--- src/rtl/pc_sequencer_if.sv ---
// pc_sequencer_if: request and fetch-address bundle between the control/ALU
// side (master) and the program-counter sequencer (slave).
interface pc_sequencer_if #(
    parameter int unsigned WIDTH = 32
);
    logic             stall;
    logic             take_branch;
    logic [WIDTH-1:0] branch_offset;
    logic             jump;
    logic [25:0]      jump_address;
    logic             jr;
    logic [WIDTH-1:0] jr_target;
    logic [WIDTH-1:0] pc;
    logic [WIDTH-1:0] pc_plus_4;
    logic             redirect;
    logic             misalign_fault;

    modport master (
        output stall, take_branch, branch_offset, jump, jump_address, jr, jr_target,
        input  pc, pc_plus_4, redirect, misalign_fault
    );

    modport slave (
        input  stall, take_branch, branch_offset, jump, jump_address, jr, jr_target,
        output pc, pc_plus_4, redirect, misalign_fault
    );
endinterface

--- src/rtl/pc_sequencer.sv ---
// pc_sequencer: registered program counter with branch/jump/jr selection,
// stall, reset vector and sticky target-misalignment fault.
// Optional branch delay slot enabled by defining DELAY_SLOT_EN.
module pc_sequencer #(
    parameter int unsigned      WIDTH        = 32,
    parameter logic [WIDTH-1:0] RESET_VECTOR = '0
) (
    input  logic           clk,
    input  logic           reset,
    pc_sequencer_if.slave  bus
);
    logic [WIDTH-1:0] pc_q, pc_d;
    logic [WIDTH-1:0] pc_plus_4;
    logic [WIDTH-1:0] branch_target;
    logic [WIDTH-1:0] jump_target;
    logic [WIDTH-1:0] sel_target;
    logic             req;
    logic             target_bad;
    logic             redirect_q, redirect_d;
    logic             fault_q, fault_d;

`ifdef DELAY_SLOT_EN
    typedef enum logic {SEQ, SLOT} state_t;
    state_t           state_q, state_d;
    logic [WIDTH-1:0] pending_q, pending_d;
`endif

    assign pc_plus_4     = pc_q + WIDTH'(4);
    assign branch_target = pc_plus_4 + (bus.branch_offset << 2);
    assign jump_target   = {pc_plus_4[WIDTH-1:28], bus.jump_address, 2'b00};

    // Priority select of the redirect target: jr > jump > branch
    always_comb begin
        req        = 1'b1;
        sel_target = branch_target;
        if (bus.jr)               sel_target = bus.jr_target;
        else if (bus.jump)        sel_target = jump_target;
        else if (bus.take_branch) sel_target = branch_target;
        else                      req = 1'b0;
        target_bad = req && (sel_target[1:0] != 2'b00);
    end

    // Next-state: stall freezes everything; misaligned targets fall through sequentially
    always_comb begin
        pc_d       = pc_q;
        redirect_d = 1'b0;
        fault_d    = fault_q;
`ifdef DELAY_SLOT_EN
        state_d    = state_q;
        pending_d  = pending_q;
        if (!bus.stall) begin
            if (state_q == SLOT) begin
                pc_d       = pending_q;
                redirect_d = 1'b1;
                state_d    = SEQ;
            end else if (target_bad) begin
                pc_d    = pc_plus_4;
                fault_d = 1'b1;
            end else if (req) begin
                pc_d      = pc_plus_4;
                pending_d = sel_target;
                state_d   = SLOT;
            end else begin
                pc_d = pc_plus_4;
            end
        end
`else
        if (!bus.stall) begin
            if (req && !target_bad) begin
                pc_d       = sel_target;
                redirect_d = 1'b1;
            end else begin
                pc_d = pc_plus_4;
                if (target_bad) fault_d = 1'b1;
            end
        end
`endif
    end

    // State registers with asynchronous reset to the reset vector
    always_ff @(posedge clk or posedge reset) begin
        if (reset) begin
            pc_q       <= RESET_VECTOR;
            redirect_q <= 1'b0;
            fault_q    <= 1'b0;
`ifdef DELAY_SLOT_EN
            state_q    <= SEQ;
            pending_q  <= '0;
`endif
        end else begin
            pc_q       <= pc_d;
            redirect_q <= redirect_d;
            fault_q    <= fault_d;
`ifdef DELAY_SLOT_EN
            state_q    <= state_d;
            pending_q  <= pending_d;
`endif
        end
    end

    assign bus.pc             = pc_q;
    assign bus.pc_plus_4      = pc_plus_4;
    assign bus.redirect       = redirect_q;
    assign bus.misalign_fault = fault_q;
endmodule

--- src/flat_wrapper.sv ---
// flat-port wrapper written by rule: the top's interface ports become plain ports
module pc_sequencer_flat 
#(
    parameter int unsigned      WIDTH        = 32,
    parameter logic [WIDTH-1:0] RESET_VECTOR = '0
)
  (clk, reset, bus_stall, bus_take_branch, bus_branch_offset, bus_jump, bus_jump_address, bus_jr, bus_jr_target, bus_pc, bus_pc_plus_4, bus_redirect, bus_misalign_fault);
  pc_sequencer_if #(.WIDTH(WIDTH)) bus_i ();
  input  logic clk;
  input  logic reset;
  input wire logic [$bits(bus_i.stall)-1:0] bus_stall;
  input wire logic [$bits(bus_i.take_branch)-1:0] bus_take_branch;
  input wire logic [$bits(bus_i.branch_offset)-1:0] bus_branch_offset;
  input wire logic [$bits(bus_i.jump)-1:0] bus_jump;
  input wire logic [$bits(bus_i.jump_address)-1:0] bus_jump_address;
  input wire logic [$bits(bus_i.jr)-1:0] bus_jr;
  input wire logic [$bits(bus_i.jr_target)-1:0] bus_jr_target;
  output wire logic [$bits(bus_i.pc)-1:0] bus_pc;
  output wire logic [$bits(bus_i.pc_plus_4)-1:0] bus_pc_plus_4;
  output wire logic [$bits(bus_i.redirect)-1:0] bus_redirect;
  output wire logic [$bits(bus_i.misalign_fault)-1:0] bus_misalign_fault;
  assign bus_i.stall = bus_stall;
  assign bus_i.take_branch = bus_take_branch;
  assign bus_i.branch_offset = bus_branch_offset;
  assign bus_i.jump = bus_jump;
  assign bus_i.jump_address = bus_jump_address;
  assign bus_i.jr = bus_jr;
  assign bus_i.jr_target = bus_jr_target;
  assign bus_pc = bus_i.pc;
  assign bus_pc_plus_4 = bus_i.pc_plus_4;
  assign bus_redirect = bus_i.redirect;
  assign bus_misalign_fault = bus_i.misalign_fault;
  pc_sequencer #(.WIDTH(WIDTH), .RESET_VECTOR(RESET_VECTOR)) u_core (.clk(clk), .reset(reset), .bus(bus_i));
endmodule
--- config.mk ---
export PLATFORM = sky130hd
export DESIGN_NAME = pc_sequencer_flat
export DESIGN_NICKNAME = d
export VERILOG_FILES = /design/src/rtl/pc_sequencer_if.sv /design/src/rtl/pc_sequencer.sv /design/src/flat_wrapper.sv
export SDC_FILE = /design/constraint.sdc
export NUM_CORES = 1
export LEC_CHECK = 0
export ABC_CLOCK_PERIOD_IN_PS = 3900
export CAP_MARGIN = 20
export CELL_PAD_IN_SITES_DETAIL_PLACEMENT = 0
export CELL_PAD_IN_SITES_GLOBAL_PLACEMENT = 1
export CORE_MARGIN = 1.5
export CORE_UTILIZATION = 29
export CTS_CLUSTER_SIZE = 16
export DETAILED_ROUTE_END_ITERATION = 8
export PLACE_DENSITY_LB_ADDON = 0.1
export RECOVER_POWER = 25
export SLEW_MARGIN = 20
export SYNTH_ARGS = -nofsm -noshare
export SYNTH_HDL_FRONTEND = slang
export SYNTH_SLANG_ARGS = --single-unit
--- constraint.sdc ---
create_clock -name clk -period 3.9 [get_ports clk]
set_input_delay 0.585 -clock clk [delete_from_list [all_inputs] [get_ports clk]]
set_output_delay 0.585 -clock clk [all_outputs]
set_load 0.01 [all_outputs]
=== After elaboration in Yosys (flattened, before gate mapping) ===
Index checks and enable logic that the tools add are counted.
Widths: inputs -> output; s select.

* Input port bits: 96
* Flip-flop bits (word level): 34
* Logic and storage cells: 20
* Output and inout port bits: 66

* $add $sub $neg: 2
* Bitwise operators: 2
* Mux-type cells: 8
* Reduce and logical (&&, ||, !) cells: 5

{| class="wikitable"
|+ Operators with widths
! kind !! number
|-
| $mux 32 || 3
|-
| $add 32x3->32 const B || 1
|-
| $add 32x32->32 || 1
|-
| $mux 1 || 5
|-
| $reduce_and 3->1 || 1
|-
| $logic_and 1x1->1 || 2
|-
| $not 1->1 || 2
|-
| $reduce_bool 2->1 || 1
|-
| $logic_not 1->1 || 1
|}

=== Logic depth before layout (Yosys ltp) ===
Gate-level depths: netlist of run 1.

* Word-level depth: 10
* Mapped depth: 16
* Depth with buffers taken out: 16

=== Worst setup path before layout of run 1 ===
No wires, ideal clock.

* Path kind: register to register
* Start point: register u_core.pc_q[2], in the netlist u_core.bus.pc[2]
* End point: register u_core.pc_q[31], in the netlist u_core.bus.pc[31]
* Buffers on the path: 1
* Setup time: 0.134 ns
* Cell stages (with the launch flop): 17
* Data required time: 3.766 ns
* Data arrival time: 3.819 ns
* Period minus slack after synthesis: 3.953 ns
* Slack: -0.053 ns
* Cell sequence: dfrtp_1 ha_1 and4_1 nand2_1 nor3_1 nand3_1 xnor2_1 ha_1 buf_2 a21oi_2 o21ai_1 or3_1 o41a_1 a211oi_2 mux2i_1 xor2_1 o21ai_1

* Longest elaborated chain between the ends: 5

{| class="wikitable"
|+ Ends and longest elaborated chain
! element !! line !! RTL
|-
| start, declared || pc_sequencer.sv:12 || <nowiki>logic [WIDTH-1:0] pc_q, pc_d;</nowiki>
|-
| start signal, assigned || pc_sequencer.sv:91 || <nowiki>pc_q <= pc_d;</nowiki>
|-
| $add 32x3->32 || pc_sequencer.sv:28 || <nowiki>assign pc_plus_4 = pc_q + WIDTH'(4);</nowiki>
|-
| named net bus_pc_plus_4[18] || flat_wrapper.sv:19 || <nowiki>output wire logic [$bits(bus_i.pc_plus_4)-1:0] bus_pc_plus_4;</nowiki>
|-
| $add 32x32->32 || pc_sequencer.sv:29 || <nowiki>assign branch_target = pc_plus_4 + (bus.branch_offset << 2);</nowiki>
|-
| $mux 32 || pc_sequencer.sv:37 || <nowiki>else if (bus.jump) sel_target = jump_target;</nowiki>
|-
| $mux 32 || pc_sequencer.sv:36 || <nowiki>if (bus.jr) sel_target = bus.jr_target;</nowiki>
|-
| $mux 32 || pc_sequencer.sv:69 || <nowiki>if (req && !target_bad) begin</nowiki>
|}

The timed path passes the listed nets, and every way through them passes these cells.
A chain may end at the register's enable or synchronous reset.

=== Worst setup path after layout of run 1 ===
* Start point: register u_core.pc_q[4], in the netlist u_core.bus.pc[4]
* End point: register u_core.pc_q[31], in the netlist u_core.bus.pc[31]

* Longest elaborated chain between the ends: 5

{| class="wikitable"
|+ Ends and longest elaborated chain
! element !! line
|-
| $add 32x3->32 * || pc_sequencer.sv:28
|-
| $add 32x32->32 || pc_sequencer.sv:29
|-
| $mux 32 || pc_sequencer.sv:37
|-
| $mux 32 || pc_sequencer.sv:36
|-
| $mux 32 * || pc_sequencer.sv:69
|}

Every way passes the cells marked *; elsewhere a longest branch is shown, timed or not.

==> run_results.csv, run 1 <==
group,metric,value,unit
setup_path,cp_top_family,"compound AO/OA/AOI/OAI gates",
setup_path,r2r-start,"u_core.bus.pc[4]",
setup_path,crit_slowest_cell,"o41a_1",
cells_and_area,multi_input_area,3630,um2
clock_network,root_buffer,"clkbuf_16",
cells_and_area,final_common_cell,"clkdlybuf4s50_1",
timing,max_freq,259,MHz
clock_network,clk-insertion-delay-late,290,ps
setup_path,end_kind,"flop",
pwr,pwr-share-clk,16.4,%
pwr,swShare,41.5,%
global_routing,grt.overflow.total,0,
clock_network,cts.sinks,34,
floorplanning,die-area,15800,um2
global_routing,grt_max_degree,35,
pwr,seq_power_share,17.4,%
setup_path,worstPathRequired,4060,ps
timing,fin_ws,41.2,ps
cells_and_area,syn_to_final_growth,66.5,%
placement,gp_congestion,0.934,
synth,syn_avg_cell_area,7.81,um2
pwr,p_leak,3.12,nW
detailed_routing,drc,0,
cells_and_area,drive_above_1_share,21.7,%
worst_hold_path,hold_path_end,"u_core.bus.misalign_fault",
setup_path,path_max_fanout,4,
pwr,powerDensity,405,nW/um2
placement,dp.cells,960,
worst_hold_path,hold_path_startpoint,"u_core.bus.misalign_fault",
floorplanning,rows,44,
cells_and_area,regArea,852,um2
synth,async_flop_share,100,%
global_routing,grt_pass1_wl,27700,um
timing,skew,5.89,ps
cells_and_area,insertedDiodeCount,0,
setup_path,path_cells,"and3_4 > and4_4 > nand2_4 > nor3_2 > buf_4 > nand3_4 > xnor2_4 > ha_4 > a21oi_4 > o21ai_2 > or3_4 > o41a_1 > a211oi_2 > mux2i_1 > xor2_1 > o21ai_1",
detailed_routing,via_per_inst,5.32,
placement,place_ws,30.3,ps
setup_path,crit_type,"flop to flop",
timing,fin_crit_sh,98.9,%
synth,syn_area,4360,um2
timing,period_minus_slack,3860,ps
floorplanning,die_w,126,um
synth,synthDistinctLibCells,70,
timing,slew_viol_final,35,
worst_hold_path,whs_path_depth,1,
setup_path,r2r_setup_slack,40,ps
detailed_routing,ant_nets,0,
global_routing,grt_pass1_vias,5052,
job,cap_viol_max_count,1,
synth,synth_ff_type,"dfrtp_1",
clock_network,cts_hold_buf,0,
floorplanning,initial_core_util,29.9,%
timing,hold_viol_final,0,
clock_network,clkTransAtPathRegs,60,ps
setup_path,r2r_end,"u_core.bus.pc[31]",
pwr,intPower,0.00172,W
detailed_routing,dr.pass1.iters,5,
clock_network,clk_path_buf_depth,2,
pwr,p_switching,0.00122,W
setup_path,cp.arrival,4020,ps
detailed_routing,first_iter_violations,373,
clock_network,numCtsBuffers,5,
timing,relSlewSlack,-45.3,%
status,outcome,"complete, but fails checks",
setup_path,slowest_delay,520,ps
status,failed_checks,"capacitance limit, slew limit",
clock_network,cts_tree,"built",
cells_and_area,layout_common_cells,"clkdlybuf4s50_1, buf_4, nand2_1",
placement,post-dp-hpwl,14100,um
timing,tightest_slew,2180,ps
detailed_routing,wl_per_cell,18.6,um
synth,synth_top_area_cell,"dfrtp_1",
setup_path,critical_path_buf_inv_count,1,
cells_and_area,final_cells,981,
synth,yosys_warnings,0,
pwr,irDropWorstVdd,220,uV
synth,synth_cells,558,
pwr,pwr-share-comb,66.2,%
setup_path,reg2regPathDepth,16,
global_routing,gr-usage-all-layers,22.2,%
detailed_routing,drt-total-wl,18300,um
worst_hold_path,hp-class,"flop to flop",
clock_network,htreeDepth,2,
floorplanning,core,14600,um2
cells_and_area,nFillCells,1439,
timing,fin_setup_tns,0,ps
floorplanning,die_y,126,um
synth,synthTopCellsByArea,"dfrtp_1, ha_1, xnor2_1",
synth,ys_seq_area_share,19.5,%
timing,finalSetupViolations,0,
synth,ys_ff_latch,34,
timing,rsz0062_at_grt,"true",
placement,io_buffers,159,
synth,synthesis.nets,691,
global_routing,antenna_found_initial,0,
setup_path,cp-start-kind,"flop",
synth,synth_edf_count,0,
detailed_routing,vias,5217,
synth,synth_top_cell_area_share,19.5,%
floorplanning,top_level_ports,162,
cells_and_area,num-nets-final,929,
per-layer routing:
metal  wire length (um)  part of all wire [%]  global-route usage, %  up-vias
met4                262                   1.4                   5.35        0
met3                943                   5.2                   3.42       16
met2               8710                    48                   37.1      178
met1               8350                    46                   29.9     2466
met5                  0                     0                      0        -
li1                   -                     -                      -     2557
state kept, by name, indices dropped and copies added (netlist names):
signal                     cells
u_core.bus.pc                 32
u_core.bus.misalign_fault      1
u_core.bus.redirect            1
per-stage QoR:
step / cell area (um2) / total power [W] / hold WS, ps / util [%]
after floorplan: 4380 / 0.00149 / 493 / -
after global placement: 6720 / 0.00233 / 443 / 46.1
after detailed placement: 6720 / 0.00234 / 447 / 46.1
after CTS: 6890 / 0.00284 / 465 / 47.2
after global routing: 7260 / 0.00313 / 482 / 49.8
final: 7260 / 0.00294 / 462 / 49.8
logic make-up (layout without fill, tap and decap cells):
| logic type | count (synthesis) | count (layout) | synth area share [%] |
|---|---|---|---|
| AOI/OAI and AO/OA | 197 | 197 | 31.2 |
| xor gates and xnor gates | 50 | 50 | 10.2 |
| adders and majority gates | 37 | 37 | 10.8 |
| buffers and inverters | 42 | 281 | 3.90 |
| DFF | 34 | 34 | 19.5 |
| muxes | 13 | 13 | 2.98 |
| and+or+nand+nor | 185 | 185 | 21.4 |
worst register-to-register path, stage by stage (launching register included):
cell and delay (ps):
dfrtp_1 370, and3_4 200, and4_4 260, nand2_4 60, nor3_2 100, buf_4 150, nand3_4 110, xnor2_4 220
ha_4 250, a21oi_4 170, o21ai_2 80, or3_4 390, o41a_1 520, a211oi_2 350, mux2i_1 260, xor2_1 160
o21ai_1 80
timing repair:
| action | in CTS | in global routing |
|---|---|---|
| endpoints found under the hold margin | 0 | 0 |
| setup buffers | 0 | 13 |
| endpoints found under the setup margin | 0 | 7 |
| gates resized for setup | 0 | 50 |
worst max-delay path by stage:
stage / start / endpoint / slack (ps) / cells after the start
finish: u_core.bus.pc[4] / u_core.bus.pc[31] / 40 / 16
global route: u_core.bus.pc[4] / u_core.bus.pc[31] / -120 / 16
CTS: u_core.bus.pc[2] / u_core.bus.pc[31] / 5 / 15
detailed placement: u_core.bus.pc[2] / u_core.bus.pc[31] / 30 / 15
global placement: u_core.bus.pc[2] / u_core.bus.pc[31] / 40 / 17
floorplan: u_core.bus.pc[2] / u_core.bus.pc[31] / 30 / 16
final cells by class:
type	instances	area share, %
tap	184	3.17
clock inverter	3	0.621
inverter	18	0.931
timing repair buffer	255	31.8
sequential	34	11.7
multi-input combinational	482	50.0
clock buffer	5	1.72
power by group through the flow:
stage | registers, W | clock network [W] | logic, W
final | 0.000512 | 0.000483 | 0.00195
after floorplan | 0.000548 | 0 | 0.000943
after global placement | 0.000507 | 0 | 0.00182
after CTS | 0.000504 | 0.000491 | 0.00185
after detailed placement | 0.000509 | 0 | 0.00183
after global routing | 0.000521 | 0.000502 | 0.00211
synthesized netlist by cell type, drive strengths merged (2+ instances only):
cell and count:
a2111oi 2, a211oi 8, a21o 15, a21oi 48, a222oi 7, a22oi 9, a31oi 2, and2 5
and3 13, and4 3, buf 9, clkbuf 15, dfrtp 34, ha 36, inv 18, mux2i 13
nand2 59, nand2b 3, nand3 17, nand4 8, nor2 45, nor2b 7, nor3 12, nor4 2
o211ai 12, o21ai 57, o21bai 7, o221ai 8, o311ai 3, o31a 2, o31ai 6, o41ai 2
or2 3, or3 3, or4 3, xnor2 29, xor2 21
Power figures use the tool's default switching activity.
==> inputs of run 2 (changes only) <==
Settings changed: RECOVER_POWER 25 to 50.
==> run 2 against run 1 <==
  * Highest routed layer unchanged
  * Count of clock-buffer cells in the layout stayed put
  * The run still ends with capacitance limit, slew limit left
  * Routed wire length grew 0.16%
  * Clock skew barely moved
  * Hold slack got worse by 5.2 ps
==> run_results.csv, run 2 (same netlist as run 1, synthesis figures left out) <==
group,metric,value,unit
status,outcome,"complete, but fails checks",
status,failed_checks,"capacitance limit, slew limit",
floorplanning,top_level_ports,162,
clock_network,clk_path_buf_depth,2,
placement,io_buffers,159,
timing,max_freq,259,MHz
timing,fin_crit_sh,98.8,%
floorplanning,die_w,126,um
pwr,irDropWorstVdd,217,uV
detailed_routing,ant_nets,0,
clock_network,cts.sinks,34,
detailed_routing,vias,5209,
cells_and_area,drive_above_1_share,21.7,%
cells_and_area,syn_to_final_growth,66.5,%
pwr,pwr-share-clk,16.5,%
floorplanning,initial_core_util,29.9,%
setup_path,cp.arrival,4010,ps
setup_path,worstPathRequired,4060,ps
timing,period_minus_slack,3850,ps
cells_and_area,layout_common_cells,"clkdlybuf4s50_1, buf_4, nand2_1",
placement,post-dp-hpwl,14100,um
timing,hold_viol_final,0,
global_routing,grt_max_degree,35,
cells_and_area,insertedDiodeCount,0,
detailed_routing,first_iter_violations,376,
timing,rsz0062_at_grt,"true",
clock_network,clkTransAtPathRegs,60,ps
pwr,pwr-share-comb,66.0,%
detailed_routing,drt-total-wl,18300,um
clock_network,root_buffer,"clkbuf_16",
timing,hold_slack,457,ps
detailed_routing,via_per_inst,5.31,
pwr,p_switching,0.00122,W
placement,dp.cells,960,
detailed_routing,drc,0,
setup_path,cp-start-kind,"flop",
cells_and_area,final_common_cell,"clkdlybuf4s50_1",
timing,tightest_slew,2180,ps
floorplanning,core,14600,um2
floorplanning,die-area,15800,um2
timing,skew,5.72,ps
setup_path,end_kind,"flop",
setup_path,path_max_fanout,4,
pwr,powerDensity,403,nW/um2
global_routing,grt_pass1_wl,27700,um
pwr,p_leak,3.16,nW
cells_and_area,num-nets-final,929,
timing,slew_viol_final,35,
global_routing,gr-usage-all-layers,22.2,%
pwr,seq_power_share,17.5,%
pwr,intPower,0.00171,W
pwr,swShare,41.7,%
worst_hold_path,hp-class,"flop to flop",
clock_network,cts_tree,"built",
clock_network,htreeDepth,2,
placement,gp_congestion,0.934,
cells_and_area,final_cells,981,
clock_network,numCtsBuffers,5,
floorplanning,rows,44,
cells_and_area,nFillCells,1439,
cells_and_area,largest_reg_flops,32,
detailed_routing,dr.pass1.iters,5,
job,cap_viol_max_count,1,
timing,finalSetupViolations,0,
global_routing,grt_pass1_vias,5052,
floorplanning,die_y,126,um
global_routing,antenna_found_initial,0,
clock_network,clk-insertion-delay-late,290,ps
setup_path,crit_type,"flop to flop",
timing,relSlewSlack,-45.5,%
global_routing,grt.overflow.total,0,
detailed_routing,wl_per_cell,18.7,um
run 2: worst paths after layout:
| kind | start | end | slack (ps) | cells after the start |
|---|---|---|---|---|
| hold reg to reg | u_core.bus.misalign_fault | u_core.bus.misalign_fault | 460 | 1 |
| setup / recovery | u_core.bus.pc[4] | u_core.bus.pc[31] | 50 | 16 |
| setup reg to reg | u_core.bus.pc[4] | u_core.bus.pc[31] | 50 | 16 |
| hold / removal | u_core.bus.misalign_fault | u_core.bus.misalign_fault | 460 | 1 |
| max in group asynchronous | reset | u_core.bus.pc[10] | 950 | 3 |
| min in group asynchronous | reset | u_core.bus.pc[29] | 1550 | 3 |
run 2: power by group through the flow:
| stage | Clock, W | Sequential (W) | Combinational [W] |
|---|---|---|---|
| floorplan | 0 | 0.000548 | 0.000943 |
| global route | 0.000502 | 0.000521 | 0.00209 |
| finish | 0.000483 | 0.000511 | 0.00193 |
| CTS | 0.000491 | 0.000504 | 0.00185 |
| global placement | 0 | 0.000507 | 0.00182 |
| detailed placement | 0 | 0.000509 | 0.00183 |
run 2: through the flow:
stage	total power [W]	util [%]	instance area (um2)	setup TNS [ps]	setup slack, ps
after floorplan	0.00149	-	4380	0	33.9
after global placement	0.00233	46.1	6720	0	40.5
after detailed placement	0.00234	46.1	6720	0	30.3
after CTS	0.00284	47.2	6890	0	4.62
after global routing	0.00312	49.8	7260	-125	-117
final	0.00292	49.8	7260	0	46.3
run 2: worst max-delay path: stages, from the launching register on:
cell	delay (ps)
dfrtp_1	370
and3_4	200
and4_4	260
nand2_4	60
nor3_2	100
buf_4	150
nand3_4	110
xnor2_4	220
ha_4	250
a21oi_4	170
o21ai_2	80
or3_4	390
o41a_1	520
a211oi_2	350
mux2i_1	260
xor2_1	160
o21ai_1	80
run 2: layout make-up:
cell class	instances	area, um2	area share, %
clock buffer	5	125	1.72
clock inverter	3	45.0	0.621
inverter	18	67.6	0.931
multi-input combinational	482	3630	50.0
sequential	34	852	11.7
tap	184	230	3.17
timing repair buffer	255	2310	31.8
run 2: metal layers:
layer  global-route usage, %  vias to the layer above  wire [um]
met3                    3.42                       14        928
met1                    29.9                     2473       8440
met2                    37.1                      166       8700
met5                       0                        -          0
met4                    5.35                        0        226
li1                        -                     2556          -
run 2: what timing repair did:
action                     4_1_cts  5_1_grt
buffers inserted                 0       13
setup endpoints to repair        0        7
hold buffers                     0        0
resized for setup                0       50
==> RTL change: new RTL, settings of run 1 <==
`WIDTH` is set to 32 in 3 places; all go to 64.
--- a/src/rtl/pc_sequencer_if.sv
+++ b/src/rtl/pc_sequencer_if.sv
@@ -2,5 +2,5 @@
 // side (master) and the program-counter sequencer (slave).
 interface pc_sequencer_if #(
-    parameter int unsigned WIDTH = 32
+    parameter int unsigned WIDTH = 64
 );
     logic             stall;
--- a/src/rtl/pc_sequencer.sv
+++ b/src/rtl/pc_sequencer.sv
@@ -3,5 +3,5 @@
 // Optional branch delay slot enabled by defining DELAY_SLOT_EN.
 module pc_sequencer #(
-    parameter int unsigned      WIDTH        = 32,
+    parameter int unsigned      WIDTH        = 64,
     parameter logic [WIDTH-1:0] RESET_VECTOR = '0
 ) (
--- a/src/flat_wrapper.sv
+++ b/src/flat_wrapper.sv
@@ -2,5 +2,5 @@
 module pc_sequencer_flat 
 #(
-    parameter int unsigned      WIDTH        = 32,
+    parameter int unsigned      WIDTH        = 64,
     parameter logic [WIDTH-1:0] RESET_VECTOR = '0
 )
Ports: changed (resized bus_branch_offset, bus_jr_target, bus_pc and bus_pc_plus_4); port bits go from 162 to 290. No check against the original RTL was run, so the function may have changed too.
==> RTL change against run 1 <==
  * The flow finishes with violations (capacitance limit, slew limit, setup timing)
  * Critical path depth is 7 higher
  * Critical path type unchanged
  * Total power increased to 2.8 times the old value
  * First-iteration DRC count increased to 2.6 times the old value
  * Synthesized cell count grew 120%
  * Count of clock-buffer cells in the layout increased by 5
  * Non-clock buffer count is 459 higher
  * Setup slack lost 0.49 ns
  * Sequential cell count grew 32
  * Design area increased by 130%
  * Routed wire length grew to 2.6 times the old value
  * Area after synthesis increased by 110%
==> RTL change: results (changes against run 1) <==
GP Congestion: 0.959 (+2.6%)
status: finished, violations left
GR Util met1: 0.373 (+0.0749)
Final Max Tran Viols: 67 (+91%)
skew final: 0.0123 ns (+0.00641 ns)
Synthesized Nets: 1466 (+110%)
maxcap violations: 1 (unchanged)
Pre-Repair DR Iteration Count: 6 (+1)
initial antenna violation count: 2 (+2)
met2 WL post-DR: 22100 um (+150%)
Post-Synth XOR/XNOR Area: 0.107 (+0.00493)
CP peak stage delay: 0.41 ns (-0.11 ns)
sequential area share after synthesis: 0.182 (-0.0132)
final setup vio count: 36 (+36)
Peak VDD IR: 0.000226 V (+2.9%)
Arrival @ worst endpoint: 4.59 ns (+0.57 ns)
Tot GR Track Use: 0.279 (+0.0571)
met3 WL post-DR: 3030 um (+220%)
I/O Buffers: 287 (+81%)
post-synthesis compound-gate area fraction: 0.323 (+0.0111)
most frequent cells after synthesis: 144 x nand2_1, 121 x o21ai_0, 116 x a21oi_1
Reg-to-Reg Start: u_core.bus.pc[3]$_DFFE_PP0N_
met3 Usage GRT: 0.0458 (+0.0116)
largest net degree at the start of global routing: 70 (+100%)
dpl ws: -0.572 ns (-0.602 ns)
Adder-Cell Fraction of Synth Area: 0.107 (-0.000946)
post-synthesis mux area share: 0.0134 (-0.0165)
violated checks: capacitance limit, slew limit, setup timing
fill cell count: 2960 (+110%)
setup ws final: -0.452 ns (-0.494 ns)
Lkg Pwr: 7.49 nW (+140%)
vias per cell: 5.34 (+0.36%)
[RTL change: final cells by class]
class,instances,area share
Multi-Input combinational cell,1067,0.482
Sequential cell,66,0.0980
Timing Repair Buffer,714,0.365
Clock buffer,10,0.0141
Inverter,28,0.00622
Antenna cell,1,0.000148
Tap cell,396,0.0293
Clock inverter,6,0.00533
[RTL change: metrics by stage]
step | hold slack [ns] | instances | TNS [ns]
after global routing | 0.491 | 2288 | -17.56
after global placement | 0.441 | 2222 | -12.00
final | 0.471 | 2288 | -10.18
after detailed placement | 0.455 | 2222 | -13.26
after floorplan | 0.493 | 1229 | -4.78
after CTS | 0.472 | 2267 | -9.38
[RTL change: repair_timing]
item | 4_1_cts | 5_1_grt
buffers inserted | 34 | 28
endpoints found under the setup margin | 50 | 53
pin swaps | 107 | 95
resized for setup | 125 | 112
[RTL change: where the power goes]
group	internal, mW	leakage (nW)	switching, mW
Combinational	3.20	6.51	2.93
Clock	0.580	0.159	0.390
Sequential	0.854	0.821	0.153
